[src/rtl/cci_test_stat_csrs.sv]
// cci_test_stat_csrs
// Event-statistics CSR bank for test AFUs. NUM_CTRS counters of CTR_WIDTH
// bits each add a per-cycle increment from evt_inc. Each counter either
// saturates or wraps, and keeps a sticky overflow flag. Software can freeze
// the counters (the read path then shows a snapshot) and clear them.
//
// CSR window (64-bit indices from BASE_CSR_IDX):
//   +0 CTRL   bit0 FREEZE (RW), bit1 CLEAR (write-1 pulse, reads 0)
//   +1 INFO   [7:0] NUM_CTRS, [15:8] CTR_WIDTH, [19:16] INC_WIDTH, [20] SATURATE
//   +2 OVF    sticky overflow flags, one bit per counter
//   +3+i      CTR[i], zero-extended
//
// Ports:
//   clk, reset           sole clock, synchronous active-high reset
//   mmio_rd_valid/_wr_valid, mmio_addr, mmio_tid, mmio_wr_data
//                        decoded MMIO request
//   evt_inc              per-counter increments, INC_WIDTH bits per lane
//   rsp_valid/_tid/_data read response, 2 cycles after the request
module cci_test_stat_csrs #(
  parameter int NUM_CTRS     = 8,
  parameter int CTR_WIDTH    = 48,
  parameter int INC_WIDTH    = 3,
  parameter int SATURATE     = 1,
  parameter int BASE_CSR_IDX = 64,
  parameter int ADDR_WIDTH   = 16
) (
  input  logic                          clk,
  input  logic                          reset,
  input  logic                          mmio_rd_valid,
  input  logic                          mmio_wr_valid,
  input  logic [ADDR_WIDTH-1:0]         mmio_addr,
  input  logic [8:0]                    mmio_tid,
  input  logic [63:0]                   mmio_wr_data,
  input  logic [NUM_CTRS*INC_WIDTH-1:0] evt_inc,
  output logic                          rsp_valid,
  output logic [8:0]                    rsp_tid,
  output logic [63:0]                   rsp_data
);

  localparam int WIN_SIZE = 3 + NUM_CTRS;
  localparam int OFF_W    = $clog2(WIN_SIZE);
  // One extra bit above the wider operand catches the carry-out.
  localparam int SUM_W    = ((CTR_WIDTH > INC_WIDTH) ? CTR_WIDTH : INC_WIDTH) + 1;
  localparam logic [ADDR_WIDTH-1:0] BASE = ADDR_WIDTH'(BASE_CSR_IDX);
  localparam logic [63:0] INFO_VAL = {43'd0, 1'(SATURATE), 4'(INC_WIDTH),
                                      8'(CTR_WIDTH), 8'(NUM_CTRS)};

  // Address decode
  logic [ADDR_WIDTH-1:0] addr_off;
  logic                  in_window;

  assign addr_off  = mmio_addr - BASE;
  assign in_window = (mmio_addr >= BASE) && (addr_off < ADDR_WIDTH'(WIN_SIZE));

  // Only the two CTRL bits of the write data carry meaning.
  logic unused_wr_bits;
  assign unused_wr_bits = ^mmio_wr_data[63:2];

  // Input stage: requests and increments are registered once before use.
  logic                          rd_s1_reg;
  logic                          wr_s1_reg;
  logic [8:0]                    tid_s1_reg;
  logic [OFF_W-1:0]              off_s1_reg;
  logic                          wr_freeze_s1_reg;
  logic                          wr_clear_s1_reg;
  logic [NUM_CTRS*INC_WIDTH-1:0] inc_s1_reg;

  always_ff @(posedge clk) begin
    if (reset) begin
      rd_s1_reg        <= 1'b0;
      wr_s1_reg        <= 1'b0;
      tid_s1_reg       <= '0;
      off_s1_reg       <= '0;
      wr_freeze_s1_reg <= 1'b0;
      wr_clear_s1_reg  <= 1'b0;
      inc_s1_reg       <= '0;
    end else begin
      // A write in the same cycle wins; the read is dropped silently.
      rd_s1_reg        <= mmio_rd_valid && !mmio_wr_valid && in_window;
      // Only CTRL is writable, so writes elsewhere are never staged.
      wr_s1_reg        <= mmio_wr_valid && in_window && (addr_off == '0);
      tid_s1_reg       <= mmio_tid;
      off_s1_reg       <= addr_off[OFF_W-1:0];
      wr_freeze_s1_reg <= mmio_wr_data[0];
      wr_clear_s1_reg  <= mmio_wr_data[1];
      inc_s1_reg       <= evt_inc;
    end
  end

  // Control and snapshot
  logic                          freeze_reg;
  logic                          clear_pulse;
  logic                          snap_load;
  logic [NUM_CTRS*CTR_WIDTH-1:0] live_ctr_flat;
  logic [NUM_CTRS-1:0]           live_ovf;
  logic [NUM_CTRS*CTR_WIDTH-1:0] snap_ctr_reg;
  logic [NUM_CTRS-1:0]           snap_ovf_reg;

  assign clear_pulse = wr_s1_reg && wr_clear_s1_reg;
  // Snapshot only on the 0->1 edge of FREEZE; it samples the live values
  // before this edge's clear or increment lands.
  assign snap_load   = wr_s1_reg && wr_freeze_s1_reg && !freeze_reg;

  always_ff @(posedge clk) begin
    if (reset) begin
      freeze_reg   <= 1'b0;
      snap_ctr_reg <= '0;
      snap_ovf_reg <= '0;
    end else begin
      if (wr_s1_reg) begin
        freeze_reg <= wr_freeze_s1_reg;
      end
      if (snap_load) begin
        snap_ctr_reg <= live_ctr_flat;
        snap_ovf_reg <= live_ovf;
      end
    end
  end

  // Live counters
  genvar gi;
  generate
    for (gi = 0; gi < NUM_CTRS; gi++) begin : g_ctr
      logic [CTR_WIDTH-1:0] ctr_reg;
      logic                 ovf_reg;
      logic [SUM_W-1:0]     sum;
      logic                 carry;

      assign sum   = SUM_W'(ctr_reg) + SUM_W'(inc_s1_reg[gi*INC_WIDTH +: INC_WIDTH]);
      assign carry = (sum >> CTR_WIDTH) != '0;

      always_ff @(posedge clk) begin
        if (reset || clear_pulse) begin
          // A clear also discards the increment staged in the same cycle.
          ctr_reg <= '0;
          ovf_reg <= 1'b0;
        end else begin
          if (carry && (SATURATE != 0)) begin
            ctr_reg <= '1;
          end else begin
            ctr_reg <= sum[CTR_WIDTH-1:0];
          end
          if (carry) begin
            ovf_reg <= 1'b1;
          end
        end
      end

      assign live_ctr_flat[gi*CTR_WIDTH +: CTR_WIDTH] = ctr_reg;
      assign live_ovf[gi]                             = ovf_reg;
    end
  endgenerate

  // Read data selection, one cycle after the request.
  logic [63:0] rd_data_next;

  always_comb begin
    rd_data_next = '0;
    if (off_s1_reg == OFF_W'(0)) begin
      rd_data_next = {63'd0, freeze_reg};
    end else if (off_s1_reg == OFF_W'(1)) begin
      rd_data_next = INFO_VAL;
    end else if (off_s1_reg == OFF_W'(2)) begin
      rd_data_next = 64'(freeze_reg ? snap_ovf_reg : live_ovf);
    end else begin
      for (int i = 0; i < NUM_CTRS; i++) begin
        if (off_s1_reg == OFF_W'(i + 3)) begin
          rd_data_next = 64'(freeze_reg ? snap_ctr_reg[i*CTR_WIDTH +: CTR_WIDTH]
                                        : live_ctr_flat[i*CTR_WIDTH +: CTR_WIDTH]);
        end
      end
    end
  end

  // Response stage
  always_ff @(posedge clk) begin
    if (reset) begin
      rsp_valid <= 1'b0;
      rsp_tid   <= '0;
      rsp_data  <= '0;
    end else begin
      rsp_valid <= rd_s1_reg;
      if (rd_s1_reg) begin
        rsp_tid  <= tid_s1_reg;
        rsp_data <= rd_data_next;
      end
    end
  end

endmodule

[config.mk]
export PLATFORM = sky130hd
export DESIGN_NAME = cci_test_stat_csrs
export DESIGN_NICKNAME = d
export VERILOG_FILES = /design/src/rtl/cci_test_stat_csrs.sv
export SDC_FILE = /design/constraint.sdc
export NUM_CORES = 2
export LEC_CHECK = 0
export BUFFER_PORTS_ARGS = -buffer_cell sky130_fd_sc_hd__buf_2
export CAP_MARGIN = 20
export CELL_PAD_IN_SITES_DETAIL_PLACEMENT = 0
export CELL_PAD_IN_SITES_GLOBAL_PLACEMENT = 1
export CORE_MARGIN = 2
export CORE_UTILIZATION = 43
export CTS_BUF_LIST = sky130_fd_sc_hd__clkbuf_8 sky130_fd_sc_hd__clkbuf_16
export CTS_CLUSTER_DIAMETER = 30
export DETAILED_ROUTE_END_ITERATION = 7
export GPL_TIMING_DRIVEN = 1
export HOLD_SLACK_MARGIN = 0.08
export PLACE_DENSITY = 0.84
export SLEW_MARGIN = 20
export SYNTH_ARGS = -nofsm -noshare
export SYNTH_HDL_FRONTEND = slang
export SYNTH_SLANG_ARGS = --single-unit
[constraint.sdc]
create_clock -name clk -period 2.4 [get_ports clk]
set_input_delay 0.12 -clock clk [delete_from_list [all_inputs] [get_ports clk]]
set_output_delay 0.12 -clock clk [all_outputs]
set_load 0.005 [all_outputs]
==> metrics.md <==
| Metric | Value |
|---|---|
| Post-synthesis cell type count | 75 |
| Worst-Margin Slew | 858 ps |
| Ys async rst share | 0% |
| RSZ-0062 raised after global routing | true |
| Die width | 314 um |
| Dominant cell type by area after synthesis | dfxtp_1 |
| Min Hold Slack | 123 ps |
| DP Cell Count | 6,324 |
| Count of port buffers added during placement | 112 |
| Clock-pin slew on the worst setup and hold paths | 50 ps |
| Clk pwr share | 61.4% |
| Pre-antenna DRT Iters | 7 |
| HP Class | in -> reg |
| CP peak stage delay | 560 ps |
| CP cell instances | ha_4, inv_2, fa_2, nand2b_4, a21oi_4, nand4_4, or4_4, buf_12, clkbuf_16, a21oi_2 |
| DRC viols | 0 |
| Core area | 95,200 sq um |
| TritonCTS clock tree | yes |
| Area growth from synthesis to layout | 29.6% |
| Period utilisation layout | 103% |
| Root Driver | clkbuf_16 |
| Post-route ant nets | 0 |
| Top post-synthesis cells by area | dfxtp_1 43%, mux2i_1 9.8%, a21oi_1 9.2% |
| Global-route usage over all layers | 25.9% |
| Detail-routed via count per cell | 5.62 |
| Final WL | 134 mm |
| Synth Instances | 4,953 |
| CTS buffer count | 174 |
| F_max | 404 MHz |
| Grt ovf | 0 |
| Ports | 191 |
| Crit Path Class | reg -> reg |
| CTS HTree Levels | 4 |
| Routed len/inst | 19.9 um |
| EDFF count, synth | 0 |
| First-pass GRT wire length | 203 mm |
| Most common cell in the synthesized netlist | nand2_1 |
| Max_cap viols | 0 |
| Outcome | finished with violations |
| Clk_lat worst skew | 770 ps |
| Initial antenna violation count | 4 |
| CP Max Fanout | 8 |
| Worst Hold Depth | 3 |
| Crit start category | register |
| Detailed-route via count | 37,900 |
| Largest net degree at the start of global routing | 136 |
| Number of core rows | 113 |
| Area share of the largest cell type after synthesis | 42.8% |
| Layout cells sized above 1 | 18.7% |
| Peak supply drop | 704 uV |
| Max Clock Skew | 30.4 ps |
| Combinational power share | 3.0% |
| Final hold vios | 0 |
| RR Startpoint | g_ctr[6].ctr_reg[0] |
| Primary FF master, synth | dfxtp_1 |
| Violated checks | negative setup slack |
| Placer Congestion | 0.877 |
| Hold path startpoint | evt_inc[14] |
| Synth Warn # | 0 |
| Fin. max-slew vios | 0 |
| Synth cell count leaders | 945 x nand2_1, 884 x dfxtp_1, 759 x a21oi_1 |
| Seq pwr share | 35.6% |
| TNS Setup | -1330 ps |
| Post-Layout Cell Count | 6,751 |
| Internal power | 0.0323 W |
| Die area | 98,700 sq um |
| P_leak | 18.2 nW |
| CP Data Arrival Time | 3160 ps |
| Final HPWL DP | 89.0 mm |
| Switching share of power | 22.8% |
| Setup WS post-layout | -72.4 ps |
| Post-placement setup slack | -91.7 ps |
| Vias in the first global route | 35,300 |
| Clock sinks | 884 |
| Critical Path RT | 3090 ps |
| Setup Viol. Count Final | 25 |
| Nets@finish | 5,483 |
| Relative slew slack | 42.8% |
| Pwr dens | 780 nW/um^2 |
| Die Y | 314 um |
| Worst hold path endpoint | inc_s1_reg[14] |
| P_sw | 0.00954 W |
| Synth Register Bits | 884 |
| Clock buffer depth | 3 |
| Post-synthesis sequential area ratio | 42.8% |
| Worst setup EP type | register |
| R2R Setup Slk | -70 ps |
| Tmin final | 2470 ps |
| Crit path from | g_ctr[6].ctr_reg[0] |
| Starting Density | 43.5% |
| Number of DRC markers in iteration 0 | 3,409 |
| Mapped Area | 41,400 sq um |
| Avg Inst Size Synth | 8.35 sq um |
| Reg2reg end | g_ctr[6].ctr_reg[8] |
| Slowest CP cell | or4_4 |
| Reg2reg path depth | 10 |
[power by group through the flow]
stage | sequential [W] | combinational [W] | clock (W)
floorplan | 0.0151 | 0.000641 | 0
global placement | 0.0152 | 0.00110 | 0
detailed placement | 0.0152 | 0.00112 | 0
CTS | 0.0149 | 0.00121 | 0.0259
global route | 0.0149 | 0.00136 | 0.0267
finish | 0.0149 | 0.00127 | 0.0257
[worst max-delay path: cells and delay by family (launching register included)]
| family | cells | cell delay, ps |
|---|---|---|
| AO/OA/AOI/OAI | 2 | 310 |
| adder cells (fa/ha/maj) | 2 | 470 |
| buffers and inverters | 3 | 380 |
| flip-flops | 1 | 350 |
| AND/OR/NAND/NOR | 3 | 880 |
[metal layers]
metal / share of wire, % / global-route usage, %
met1: 43 / 34.7
met4: 3.5 / 9.85
met5: 0.0089 / 0
met3: 6.1 / 3.97
met2: 47 / 42.2
[cells by family (layout without fill, tap and decap cells)]
| logic type | count (synthesis) | count (layout) | share of synthesized area, % |
|---|---|---|---|
| compound gates | 1135 | 1135 | 15.5 |
| xor+xnor | 309 | 309 | 6.54 |
| other cells | 1 | 18 | 0.00906 |
| fa+ha+maj | 32 | 32 | 1.11 |
| flops | 884 | 884 | 42.8 |
| mux | 412 | 412 | 9.99 |
| buf+inv | 462 | 977 | 4.64 |
| simple gates | 1718 | 1719 | 19.4 |
[stage by stage]
| stage | area (sq um) | util (%) | power, W |
|---|---|---|---|
| 2_1_floorplan | 41500 | - | 0.0158 |
| 3_3_place_gp | 45500 | 47.8 | 0.0163 |
| 3_5_place_dp | 45500 | 47.8 | 0.0163 |
| 4_1_cts | 52700 | 55.4 | 0.0420 |
| 5_1_grt | 53600 | 56.3 | 0.0429 |
| 6_report | 53600 | 56.3 | 0.0418 |
[area by class of cell]
class                   count  area [sq um]
flip-flops and latches    884         17700
clock inverters           128          1640
well taps                1265          1580
multi-input cells        3623         22500
clock buffers             198          4710
repair buffers            569          5140
fillers                  8323         41500
inverters                  82           308
diodes                      2          5.00
[worst max-delay path by stage]
stage,to
after detailed placement,g_ctr[7].ctr_reg[1]
after floorplan,g_ctr[6].ctr_reg[10]
after global routing,g_ctr[5].ctr_reg[28]
final,g_ctr[6].ctr_reg[8]
after CTS,g_ctr[6].ctr_reg[26]
after global placement,g_ctr[3].ctr_reg[38]
[cells in the final DEF, fill, tap and decap left out, types with 32 or more instances in the layout]
master         count
nand2_1          943
dfxtp_1          872
a21oi_1          702
mux2i_1          404
buf_4            317
clkbuf_16        185
xor2_1           180
nor2_1           143
nand4_1          130
xnor2_1          129
nand3_1          116
buf_2            111
o22ai_1          100
inv_1             92
o21ai_0           87
a21oi_2           72
dlygate4sd3_1     60
buf_12            60
and3_1            59
nor3_1            54
nor2b_1           48
and4_1            44
or3_1             39
a22oi_1           37
a32o_1            32
[what timing repair did]
item | CTS | global route
setup endpoints to repair | 177 | 341
resized for setup | 23 | 139
hold buffers | 60 | 0
gates cloned | 2 | 11
pin swaps | 4 | 43
hold endpoints to repair | 138 | 0
setup buffers | 8 | 20
Power figures use the tool's default switching activity.
